## src/rtl/life_controller.sv

```systemverilog
// Top-level sequencer for the 16x16 Game of Life board: button debounce, setup-mode
// row editing, run-mode generation pacing with a request/done engine handshake.
module life_controller #(
  parameter int TICK_CYCLES     = 50000000,
  parameter int DEBOUNCE_CYCLES = 1000000
) (
  input  logic        clk,
  input  logic        reset,
  input  logic        BtnU,
  input  logic        BtnD,
  input  logic        BtnC,
  input  logic        BtnL,
  input  logic        BtnR,
  input  logic [15:0] Sw,
  input  logic        step_done,
  output logic [3:0]  row_index,
  output logic        row_wr_en,
  output logic [15:0] row_wr_data,
  output logic        clear_board,
  output logic        step_req,
  output logic        running,
  output logic [15:0] gen_count
);

  localparam int CW = $clog2(DEBOUNCE_CYCLES + 1);
  localparam int TW = $clog2(TICK_CYCLES);
  localparam logic [CW-1:0] DB_LAST   = CW'(DEBOUNCE_CYCLES - 1);
  localparam logic [TW-1:0] TICK_LAST = TW'(TICK_CYCLES - 1);

  localparam logic [1:0] SETUP    = 2'd0;
  localparam logic [1:0] RUN_WAIT = 2'd1;
  localparam logic [1:0] RUN_STEP = 2'd2;

  localparam int B_D = 0;
  localparam int B_U = 1;
  localparam int B_C = 2;
  localparam int B_R = 3;
  localparam int B_L = 4;

  logic [4:0]    btn_raw;
  logic [4:0]    btn_s1, btn_s2;
  logic [4:0]    level, level_d;
  logic [4:0]    press;
  logic [CW-1:0] db_cnt [5];
  logic [15:0]   sw_s1, sw_s2;
  logic [1:0]    state;
  logic [TW-1:0] timer;
  logic          pause_pending;

  assign btn_raw = {BtnL, BtnR, BtnC, BtnU, BtnD};
  assign press   = level & ~level_d;

  always_ff @(posedge clk) begin
    if (reset) begin
      btn_s1  <= '0;
      btn_s2  <= '0;
      sw_s1   <= '0;
      sw_s2   <= '0;
      level_d <= '0;
    end else begin
      btn_s1  <= btn_raw;
      btn_s2  <= btn_s1;
      sw_s1   <= Sw;
      sw_s2   <= sw_s1;
      level_d <= level;
    end
  end

  // A level change is accepted only after DEBOUNCE_CYCLES consecutive disagreeing cycles.
  for (genvar b = 0; b < 5; b++) begin : g_debounce
    always_ff @(posedge clk) begin
      if (reset) begin
        level[b]  <= 1'b0;
        db_cnt[b] <= '0;
      end else if (btn_s2[b] == level[b]) begin
        db_cnt[b] <= '0;
      end else if (db_cnt[b] == DB_LAST) begin
        level[b]  <= btn_s2[b];
        db_cnt[b] <= '0;
      end else begin
        db_cnt[b] <= db_cnt[b] + 1'b1;
      end
    end
  end

  always_ff @(posedge clk) begin
    if (reset) begin
      state         <= SETUP;
      row_index     <= '0;
      row_wr_en     <= 1'b0;
      row_wr_data   <= '0;
      clear_board   <= 1'b0;
      step_req      <= 1'b0;
      running       <= 1'b0;
      gen_count     <= '0;
      timer         <= '0;
      pause_pending <= 1'b0;
    end else begin
      row_wr_en   <= 1'b0;
      clear_board <= 1'b0;
      case (state)
        SETUP: begin
          if (press[B_L]) begin
            clear_board <= 1'b1;
            row_index   <= '0;
            gen_count   <= '0;
          end else if (press[B_R]) begin
            state   <= RUN_WAIT;
            timer   <= '0;
            running <= 1'b1;
          end else if (press[B_C]) begin
            row_wr_en   <= 1'b1;
            row_wr_data <= sw_s2;
          end else if (press[B_U] && !press[B_D]) begin
            if (row_index != 4'd0) row_index <= row_index - 1'b1;
          end else if (press[B_D] && !press[B_U]) begin
            if (row_index != 4'd15) row_index <= row_index + 1'b1;
          end
        end
        RUN_WAIT: begin
          if (press[B_R]) begin
            state   <= SETUP;
            timer   <= '0;
            running <= 1'b0;
          end else if (timer == TICK_LAST) begin
            timer    <= '0;
            state    <= RUN_STEP;
            step_req <= 1'b1;
          end else begin
            timer <= timer + 1'b1;
          end
        end
        RUN_STEP: begin
          // A pause request never aborts the step; it takes effect once the engine is done.
          if (step_done) begin
            step_req      <= 1'b0;
            gen_count     <= gen_count + 1'b1;
            timer         <= '0;
            pause_pending <= 1'b0;
            if (pause_pending || press[B_R]) begin
              state   <= SETUP;
              running <= 1'b0;
            end else begin
              state <= RUN_WAIT;
            end
          end else if (press[B_R]) begin
            pause_pending <= 1'b1;
          end
        end
        default: begin
          state    <= SETUP;
          running  <= 1'b0;
          step_req <= 1'b0;
        end
      endcase
    end
  end

endmodule

```

## config.mk

```make
export PLATFORM = sky130hd
export DESIGN_NAME = life_controller
export DESIGN_NICKNAME = d
export VERILOG_FILES = /design/src/rtl/life_controller.sv
export SDC_FILE = /design/constraint.sdc
export NUM_CORES = 1
export LEC_CHECK = 0
export ABC_AREA = 0
export CAP_MARGIN = 5
export CORE_MARGIN = 5
export CORE_UTILIZATION = 55
export DETAILED_ROUTE_END_ITERATION = 7
export PLACE_DENSITY = 0.79
export SLEW_MARGIN = 10
export SYNTH_ARGS = -nofsm -noshare
export SYNTH_HDL_FRONTEND = slang
export SYNTH_SLANG_ARGS = --single-unit
```

## constraint.sdc

```tcl
create_clock -name clk -period 2.35 [get_ports clk]
set_input_delay 0.47 -clock clk [delete_from_list [all_inputs] [get_ports clk]]
set_output_delay 0.47 -clock clk [all_outputs]
set_load 0.1 [all_outputs]
```

==> results of run 1 <==
## path summary, 6_finish.rpt
check	endpoint	slack, ps
setup / recovery	timer[25]	260
hold / removal	btn_s1[0]	350
setup reg to reg	timer[25]	260
hold reg to reg	sw_s2[10]	430
## state kept, by name, indices dropped and copies added, names as in the netlist, 5 cells and up
name	cells
row_wr_data	16
sw_s2	16
level	5
btn_s1	5
level_d	5
btn_s2	5
gen_count	16
timer	26
sw_s1	16
db_cnt	100
## stage by stage
step	setup slack, ps	total power (W)	area [um2]	hold slack, ps
final	257	0.00831	12100	347
after global routing	90.7	0.00864	12100	349
after CTS	258	0.00841	12100	327
after detailed placement	80.2	0.00457	11300	421
after global placement	86.3	0.00456	11300	416
after floorplan	5.25	0.00447	10400	414
## power groups by stage
stage,sequential [W],combinational [W],clock (W)
2_1_floorplan,0.00429,0.000180,0
3_3_place_gp,0.00429,0.000269,0
3_5_place_dp,0.00430,0.000274,0
4_1_cts,0.00422,0.000277,0.00391
5_1_grt,0.00423,0.000315,0.00409
6_report,0.00422,0.000279,0.00381
## kinds of logic after synthesis
kind of cell / count (synthesis) / share of synthesized area [%]
adders and majority gates: 10 / 1.32
DFF: 221 / 53.9
muxes: 22 / 2.19
AOI/OAI and AO/OA: 54 / 3.83
and+or+nand+nor: 506 / 25.9
xor gates and xnor gates: 124 / 10.8
other: 1 / 0.0373
buffers and inverters: 49 / 1.97
## placed cells by master (no fill, tap or decap), types with 29 or more instances in the layout
cell type and count:
buf_4 58, conb_1 100, dfxtp_1 119, edfxtp_1 100, nand2_1 49, nand3_1 59
nand4_1 29, nor2_1 174, nor2b_1 52, nor3_1 31, xnor2_1 68, xor2_1 56
## worst max-delay path: stages (launching register included)
cell and delay [ps]:
dfxtp_1 420, and4_1 260, nand2_1 90, or4_4 610, or4_1 500, a21oi_1 150
## per-layer routing
| metal | part of all wire [%] | global-route usage [%] |
|---|---|---|
| met5 | 0 | 0 |
| met4 | 2.0 | 4.80 |
| met3 | 3.9 | 3.21 |
| met2 | 48 | 29.5 |
| met1 | 46 | 23.3 |
## layout make-up
cell class	instances	area (um2)	area share, %
Sequential cell	221	5430	44.7
Multi-Input combinational cell	816	4810	39.6
Clock buffer	35	756	6.23
Timing Repair Buffer	83	716	5.90
Tap cell	229	287	2.36
Clock inverter	9	72.6	0.598
Inverter	19	71.3	0.588
==> flow_metrics.env, run 1 <==
export IMPL_diodes=0
export IMPL_firstDrtPassIters=4
export IMPL_grt_pass1_vias=6924
export IMPL_seqPwrFrac_pct=50.8
export IMPL_synth_cell_type_count=54
export IMPL_drive_gt1_share_pct=10.2
export IMPL_fin_skew_ps=7.35
export IMPL_hold_viol=0
export IMPL_grt_overflow_total=0
export IMPL_htree_num_levels=1
export IMPL_grt_pass1_wl_mm=32.3
export IMPL_max_freq_ghz=0.478
export IMPL_crit_path_start_kind="register"
export IMPL_cts_max_path_buffers=3
export IMPL_yosysWarnings=0
export IMPL_die_area_mm2=0.0211
export IMPL_power_per_cell_area_mw_per_mm2=684
export IMPL_finalSetupViolCount=0
export IMPL_yosys_area_top_type_share_pct=29.9
export IMPL_wl_per_cell_um=13.2
export IMPL_power_switching_w=0.00171
export IMPL_synth_commonest_cells="nor2_1 (174), dfxtp_1 (121), edfxtp_1 (100), xnor2_1 (68), nand3_1 (59)"
export IMPL_r2r_start="timer[7]"
export IMPL_postCtsSetupBuffers=0
export IMPL_ctsResizeCount=0
export IMPL_min_path_cells=2
export IMPL_hp_start="reset"
export IMPL_dr_first_iter_drc_count=302
export IMPL_vias_per_cell=5.06
export IMPL_gp_congestion=0.833
export IMPL_ir_drop_uv=483
export IMPL_pin_count=64
export IMPL_clk_pin_slew_ps=60
export IMPL_gr_usage_all_layers_pct=17.5
export IMPL_core_area_mm2=0.0180
export IMPL_fin_crit_sh_pct=89.1
export IMPL_portBuffers=63
export IMPL_synth_area_leaders="edfxtp_1 (30%), dfxtp_1 (24%), nor2_1 (6.5%)"
export IMPL_fin_cells=1412
export IMPL_ys_seq_area_share_pct=53.9
export IMPL_rsz0062_at_grt="false"
export IMPL_cts_buffers=24
export IMPL_maxSlewHeadroom_pct=61.6
export IMPL_crit_type="register to register"
export IMPL_cp_required_ps=2790
export IMPL_fill_cells=1427
export IMPL_worst_slew_pin_transition_ps=571
export IMPL_clock_latency_ps=500
export IMPL_wl_mm=18.6
export IMPL_via_count=7151
export IMPL_p_clk_share_pct=45.9
export IMPL_initial_core_util_pct=56.0
export IMPL_r2r_cells=5
export IMPL_row_count=49
export IMPL_fin_util_pct=67.6
export IMPL_ys_ff_latch=221
export IMPL_dp_hpwl_mm=13.1
export IMPL_p_leak_nw=4.58
export IMPL_drv_slew=0
export IMPL_cts_sinks=221
export IMPL_grt_max_degree=46
export IMPL_path_max_fanout=13
export IMPL_synthCells=987
export IMPL_syn_avg_cell_area_um2=10.2
export IMPL_ys_flop_type="dfxtp_1"
export IMPL_drv_cap=0
export IMPL_synth_edff_count=100
export IMPL_fin_setup_tns_ps=0
export IMPL_intPower_w=0.00660
export IMPL_die_height_um=145
export IMPL_fin_crit_ps=2090
export IMPL_switching_share_pct=20.6
export IMPL_crit_start="timer[7]"
export IMPL_syn_area_mm2=0.0101
export IMPL_synth_top_cell_by_area="edfxtp_1"
export IMPL_worstPathArrival_ps=2530
export IMPL_comb_power_share_pct=3.4
export IMPL_cts_tree="yes"
export IMPL_dp_cells=1368
export IMPL_antenna_found_initial=0
export IMPL_ant_nets=0
export IMPL_status="finished, final reports clean"
export IMPL_cts_hold_buf=0
export IMPL_crit_path_end_kind="register"
export IMPL_die_x_um=145
export IMPL_fin_nets=1199
export IMPL_async_reset_ff_share_pct=0
export IMPL_drc=0
export IMPL_syn_to_final_growth_pct=20.7
export IMPL_cts_root_buf="clkbuf_16"
export IMPL_synth_most_common_cell="nor2_1"
export IMPL_hold_path_class="input pin to register"
No activity file was read; power rests on OpenSTA's default activity.
==> run 2, diff against run 1 <==
Settings changed: CORE_UTILIZATION 55 to 35, DONT_BUFFER_PORTS set to 1, PLACE_DENSITY 0.79 to 0.53.
==> flow_metrics.env, run 2 (synthesized netlist as in run 1, its figures left out) <==
export IMPL_fin_nets=1175
export IMPL_final_cell_mix="nor2_1 (174), dfxtp_1 (119), edfxtp_1 (100), conb_1 (100), xnor2_1 (68)"
export IMPL_intPower_w=0.00657
export IMPL_gp_congestion=0.745
export IMPL_pin_count=64
export IMPL_clk_pin_slew_ps=60
export IMPL_wl_per_cell_um=12.2
export IMPL_ctsResizeCount=0
export IMPL_die_x_um=180
export IMPL_seqPwrFrac_pct=50.5
export IMPL_max_freq_ghz=0.472
export IMPL_finalSetupViolCount=0
export IMPL_grt_overflow_total=0
export IMPL_dp_cells=1497
export IMPL_ant_nets=0
export IMPL_worstPathArrival_ps=2580
export IMPL_clock_latency_ps=520
export IMPL_grt_max_degree=93
export IMPL_die_area_mm2=0.0322
export IMPL_dp_hpwl_mm=13.1
export IMPL_cts_hold_buf=1
export IMPL_ir_drop_uv=649
export IMPL_drive_gt1_share_pct=10.2
export IMPL_core_area_mm2=0.0285
export IMPL_crit_path_start_kind="register"
export IMPL_power_switching_w=0.00178
export IMPL_rsz0062_at_grt="false"
export IMPL_row_count=62
export IMPL_drv_cap=0
export IMPL_grt_pass1_wl_mm=32.8
export IMPL_fin_skew_ps=16.1
export IMPL_fin_util_pct=42.3
export IMPL_grt_pass1_vias=6805
export IMPL_p_leak_nw=4.47
export IMPL_layout_setup_ws_ps=231
export IMPL_htree_num_levels=1
export IMPL_portBuffers=0
export IMPL_drv_slew=0
export IMPL_maxSlewHeadroom_pct=53.2
export IMPL_top_register="db_cnt"
export IMPL_die_height_um=180
export IMPL_cts_root_buf="clkbuf_16"
export IMPL_fin_setup_tns_ps=0
export IMPL_antenna_found_initial=2
export IMPL_status="finished, final reports clean"
export IMPL_cts_max_path_buffers=3
export IMPL_dpl_worst_slack_ps=264
export IMPL_gr_usage_all_layers_pct=11.7
export IMPL_fin_crit_ps=2120
export IMPL_layout_commonest_cell="nor2_1"
export IMPL_dr_first_iter_drc_count=408
export IMPL_top_regs="db_cnt: 100 flops, timer: 26 flops"
export IMPL_largest_reg_flops=100
export IMPL_crit_type="register to register"
export IMPL_path_max_fanout=13
export IMPL_fin_cells=1546
export IMPL_worst_slew_pin_transition_ps=701
export IMPL_firstDrtPassIters=6
export IMPL_wl_mm=18.9
export IMPL_hold_path_class="input pin to register"
export IMPL_switching_share_pct=21.3
export IMPL_p_clk_share_pct=47.0
export IMPL_vias_per_cell=4.50
export IMPL_cts_sinks=221
export IMPL_hold_viol=0
export IMPL_drc=0
export IMPL_via_count=6964
export IMPL_cts_buffers=25
export IMPL_power_per_cell_area_mw_per_mm2=690
export IMPL_postCtsSetupBuffers=0
export IMPL_crit_path_end_kind="register"
export IMPL_syn_to_final_growth_pct=20.2
export IMPL_comb_power_share_pct=2.5
export IMPL_initial_core_util_pct=35.2
export IMPL_cp_required_ps=2810
export IMPL_cts_tree="yes"
export IMPL_fin_crit_sh_pct=90.2
run 2: final cells by class:
| cell class | count | area [um2] |
|---|---|---|
| Timing Repair Buffer | 58 | 450 |
| Sequential cell | 221 | 5430 |
| Inverter | 19 | 71.3 |
| Clock buffer | 38 | 798 |
| Multi-Input combinational cell | 816 | 4810 |
| Fill cell | 2852 | 16500 |
| Tap cell | 384 | 480 |
| Clock inverter | 8 | 48.8 |
| Antenna cell | 2 | 5.00 |
run 2: worst max-delay path, stage by stage (launching register included):
cell and delay, ps:
dfxtp_1 470, or2_2 250, o21ai_4 80, or4_4 600
or4_1 500, a21oi_1 150
run 2: power groups by stage:
stage / Sequential [W] / Clock, W / Combinational [W]
global placement: 0.00430 / 0 / 0.000205
finish: 0.00422 / 0.00392 / 0.000209
global route: 0.00423 / 0.00422 / 0.000244
CTS: 0.00422 / 0.00406 / 0.000208
detailed placement: 0.00430 / 0 / 0.000204
floorplan: 0.00429 / 0 / 0.000180
run 2: path summary, 6_finish.rpt:
kind | depth (start not counted) | endpoint | from | slack (ps)
hold reg to reg | 1 | sw_s2[7] | sw_s1[7] | 430
setup reg to reg | 5 | timer[25] | state[0] | 230
setup / recovery | 5 | timer[25] | state[0] | 230
hold / removal | 1 | btn_s1[4] | reset | 30
run 2: layer usage:
layer	vias up	global-route usage (%)	routed length, um	share of wire (%)
met2	81	19.4	8680	46
li1	3659	-	-	-
met5	-	0	0	0
met4	0	3.44	380	2.0
met3	30	3.11	1010	5.3
met1	3194	15.2	8870	47
run 2: stage by stage:
step	cell area, um2	total power, W	hold WS [ps]
3_3_place_gp	11200	0.00450	416
5_1_grt	12100	0.00869	6.86
3_5_place_dp	11200	0.00450	424
6_report	12100	0.00834	33.6
2_1_floorplan	10400	0.00447	414
4_1_cts	12100	0.00849	0.991
==> run 3, diff against run 2 <==
Settings changed: PLACE_DENSITY 0.53 to 0.5.
==> flow_metrics.env, run 3 (synthesized netlist as in run 1, its figures left out) <==
export IMPL_hold_viol=0
export IMPL_crit_path_start_kind="register"
export IMPL_diodes=0
export IMPL_wl_met1_mm=9.41
export IMPL_fill_cells=2873
export IMPL_worstPathCellList="or2_2 -> o21ai_4 -> or4_4 -> or4_1 -> a21oi_1"
export IMPL_maxSlewHeadroom_pct=65.6
export IMPL_fin_area_mm2=0.0121
export IMPL_drive_gt1_share_pct=10.5
export IMPL_grt_pass1_vias=6801
export IMPL_cp_num_buf_inv=0
export IMPL_top_regs="db_cnt: 100 flops, timer: 26 flops"
export IMPL_die_height_um=180
export IMPL_antenna_found_initial=2
export IMPL_clock_latency_ps=510
export IMPL_fin_nets=1180
export IMPL_path_max_fanout=13
export IMPL_wl_mm=19.1
export IMPL_pin_count=64
export IMPL_cts_tree="yes"
export IMPL_r2r_start="state[1]"
export IMPL_ctsResizeCount=0
export IMPL_drv_cap=0
export IMPL_core_area_mm2=0.0285
export IMPL_syn_to_final_growth_pct=20.3
export IMPL_wl_met3_um=945
export IMPL_min_to="btn_s2[3]"
export IMPL_row_count=62
export IMPL_ir_drop_uv=525
export IMPL_hold_path_class="input pin to register"
export IMPL_gr_usage_all_layers_pct=11.7
export IMPL_r2r_cells=5
export IMPL_fin_crit_ps=2110
export IMPL_ant_nets=0
export IMPL_total_power_w=0.00831
export IMPL_wl_per_cell_um=12.3
export IMPL_initial_core_util_pct=35.2
export IMPL_route_met2_wl_mm=8.25
export IMPL_die_x_um=180
export IMPL_via_count=6961
export IMPL_worstPathArrival_ps=2560
export IMPL_cts_sinks=221
export IMPL_portBuffers=0
export IMPL_largest_reg_flops=100
export IMPL_cts_max_path_buffers=3
export IMPL_worst_r2r_setup_slack_ps=240
export IMPL_crit_type="register to register"
export IMPL_vias_per_cell=4.50
export IMPL_gp_congestion=0.741
export IMPL_fin_skew_ps=6.89
export IMPL_top_register="db_cnt"
export IMPL_rsz0062_at_grt="false"
export IMPL_worst_slew_pin_transition_ps=511
export IMPL_cp_slowest_cell="or4_4"
export IMPL_cp_required_ps=2800
export IMPL_placed_area_mm2=0.0113
export IMPL_slowest_delay_ps=610
export IMPL_drv_slew=0
export IMPL_dr_max_layer_used="met5"
export IMPL_htree_num_levels=1
export IMPL_firstDrtPassIters=4
export IMPL_p_leak_nw=4.49
export IMPL_power_per_cell_area_mw_per_mm2=687
export IMPL_clk_pin_slew_ps=60
export IMPL_drc=0
export IMPL_max_freq_ghz=0.474
export IMPL_final_cell_mix="nor2_1 (174), dfxtp_1 (119), edfxtp_1 (100), conb_1 (100), xnor2_1 (68)"
export IMPL_r2r_end="timer[25]"
export IMPL_dpl_worst_slack_ps=259
export IMPL_status="finished, final reports clean"
export IMPL_fin_crit_sh_pct=89.7
export IMPL_layout_setup_ws_ps=242
export IMPL_dr_first_iter_drc_count=273
export IMPL_layout_commonest_cell="nor2_1"
export IMPL_finalSetupViolCount=0
export IMPL_grt_pass1_wl_mm=33.0
export IMPL_cts_buffers=25
export IMPL_grt_overflow_total=0
export IMPL_grt_max_degree=92
export IMPL_cp_top_family="simple AND/OR/NAND/NOR gates"
export IMPL_dp_hpwl_mm=13.2
export IMPL_fin_setup_tns_ps=0
export IMPL_hp_start="reset"
export IMPL_min_path_cells=1
export IMPL_cts_root_buf="clkbuf_16"
export IMPL_die_area_mm2=0.0322
export IMPL_crit_path_end_kind="register"
## run 3: cell count changes in the layout (fill, tap and decap cells not counted), sizes merged, moves of 2 or more
cell | before | now
buf | 57 | 62
clkinv | 4 | 7
clkbuf | 38 | 36
diode | 2 | 0
inv | 22 | 20
## run 3: power by group
group          switching, W  total (W)  internal, W
Clock               0.00154    0.00389      0.00235
Sequential        0.0000870    0.00421      0.00413
Combinational      0.000119   0.000210    0.0000909
## run 3: through the flow
step / utilization [%] / std cells / hold slack (ps)
CTS: 42.4 / 1548 / 0.916
detailed placement: 39.4 / 1502 / 424
floorplan: - / 1086 / 414
finish: 42.4 / 1548 / 40.2
global placement: 39.4 / 1502 / 415
global route: 42.4 / 1548 / 4.44
## run 3: metal layers
| metal | vias to the layer above | GRT usage [%] |
|---|---|---|
| met5 | - | 0 |
| met4 | 4 | 3.66 |
| met3 | 31 | 3.07 |
| met2 | 75 | 18.7 |
| met1 | 3180 | 15.8 |
| li1 | 3671 | - |
## run 3: layout make-up
| type | instances | area (um2) | share of cell area, % |
|---|---|---|---|
| sequential | 221 | 5430 | 44.9 |
| multi-input combinational | 816 | 4810 | 39.7 |
| clock buffer | 36 | 759 | 6.28 |
| tap | 384 | 480 | 3.97 |
| timing repair buffer | 63 | 475 | 3.93 |
| clock inverter | 9 | 75.1 | 0.621 |
| inverter | 19 | 71.3 | 0.590 |
## run 3: what timing repair did
item,in CTS,in global routing
hold endpoints to repair,2,0
buffers inserted,0,0
hold buffers,1,0
## run 3: how the worst max path moves through the flow
stage | start | end | cells past startpoint | slack [ps]
floorplan | row_index[0] | row_index[0] | 5 | 5
global placement | state[1] | timer[25] | 5 | 280
detailed placement | state[1] | timer[25] | 5 | 260
CTS | state[1] | timer[25] | 5 | 240
global route | state[1] | timer[25] | 5 | 100
finish | state[1] | timer[25] | 5 | 240
## run 3: worst reg2reg max path, cell delays in order, from the launching register on
cell,delay [ps]
dfxtp_1,450
or2_2,260
o21ai_4,90
or4_4,610
or4_1,500
a21oi_1,140
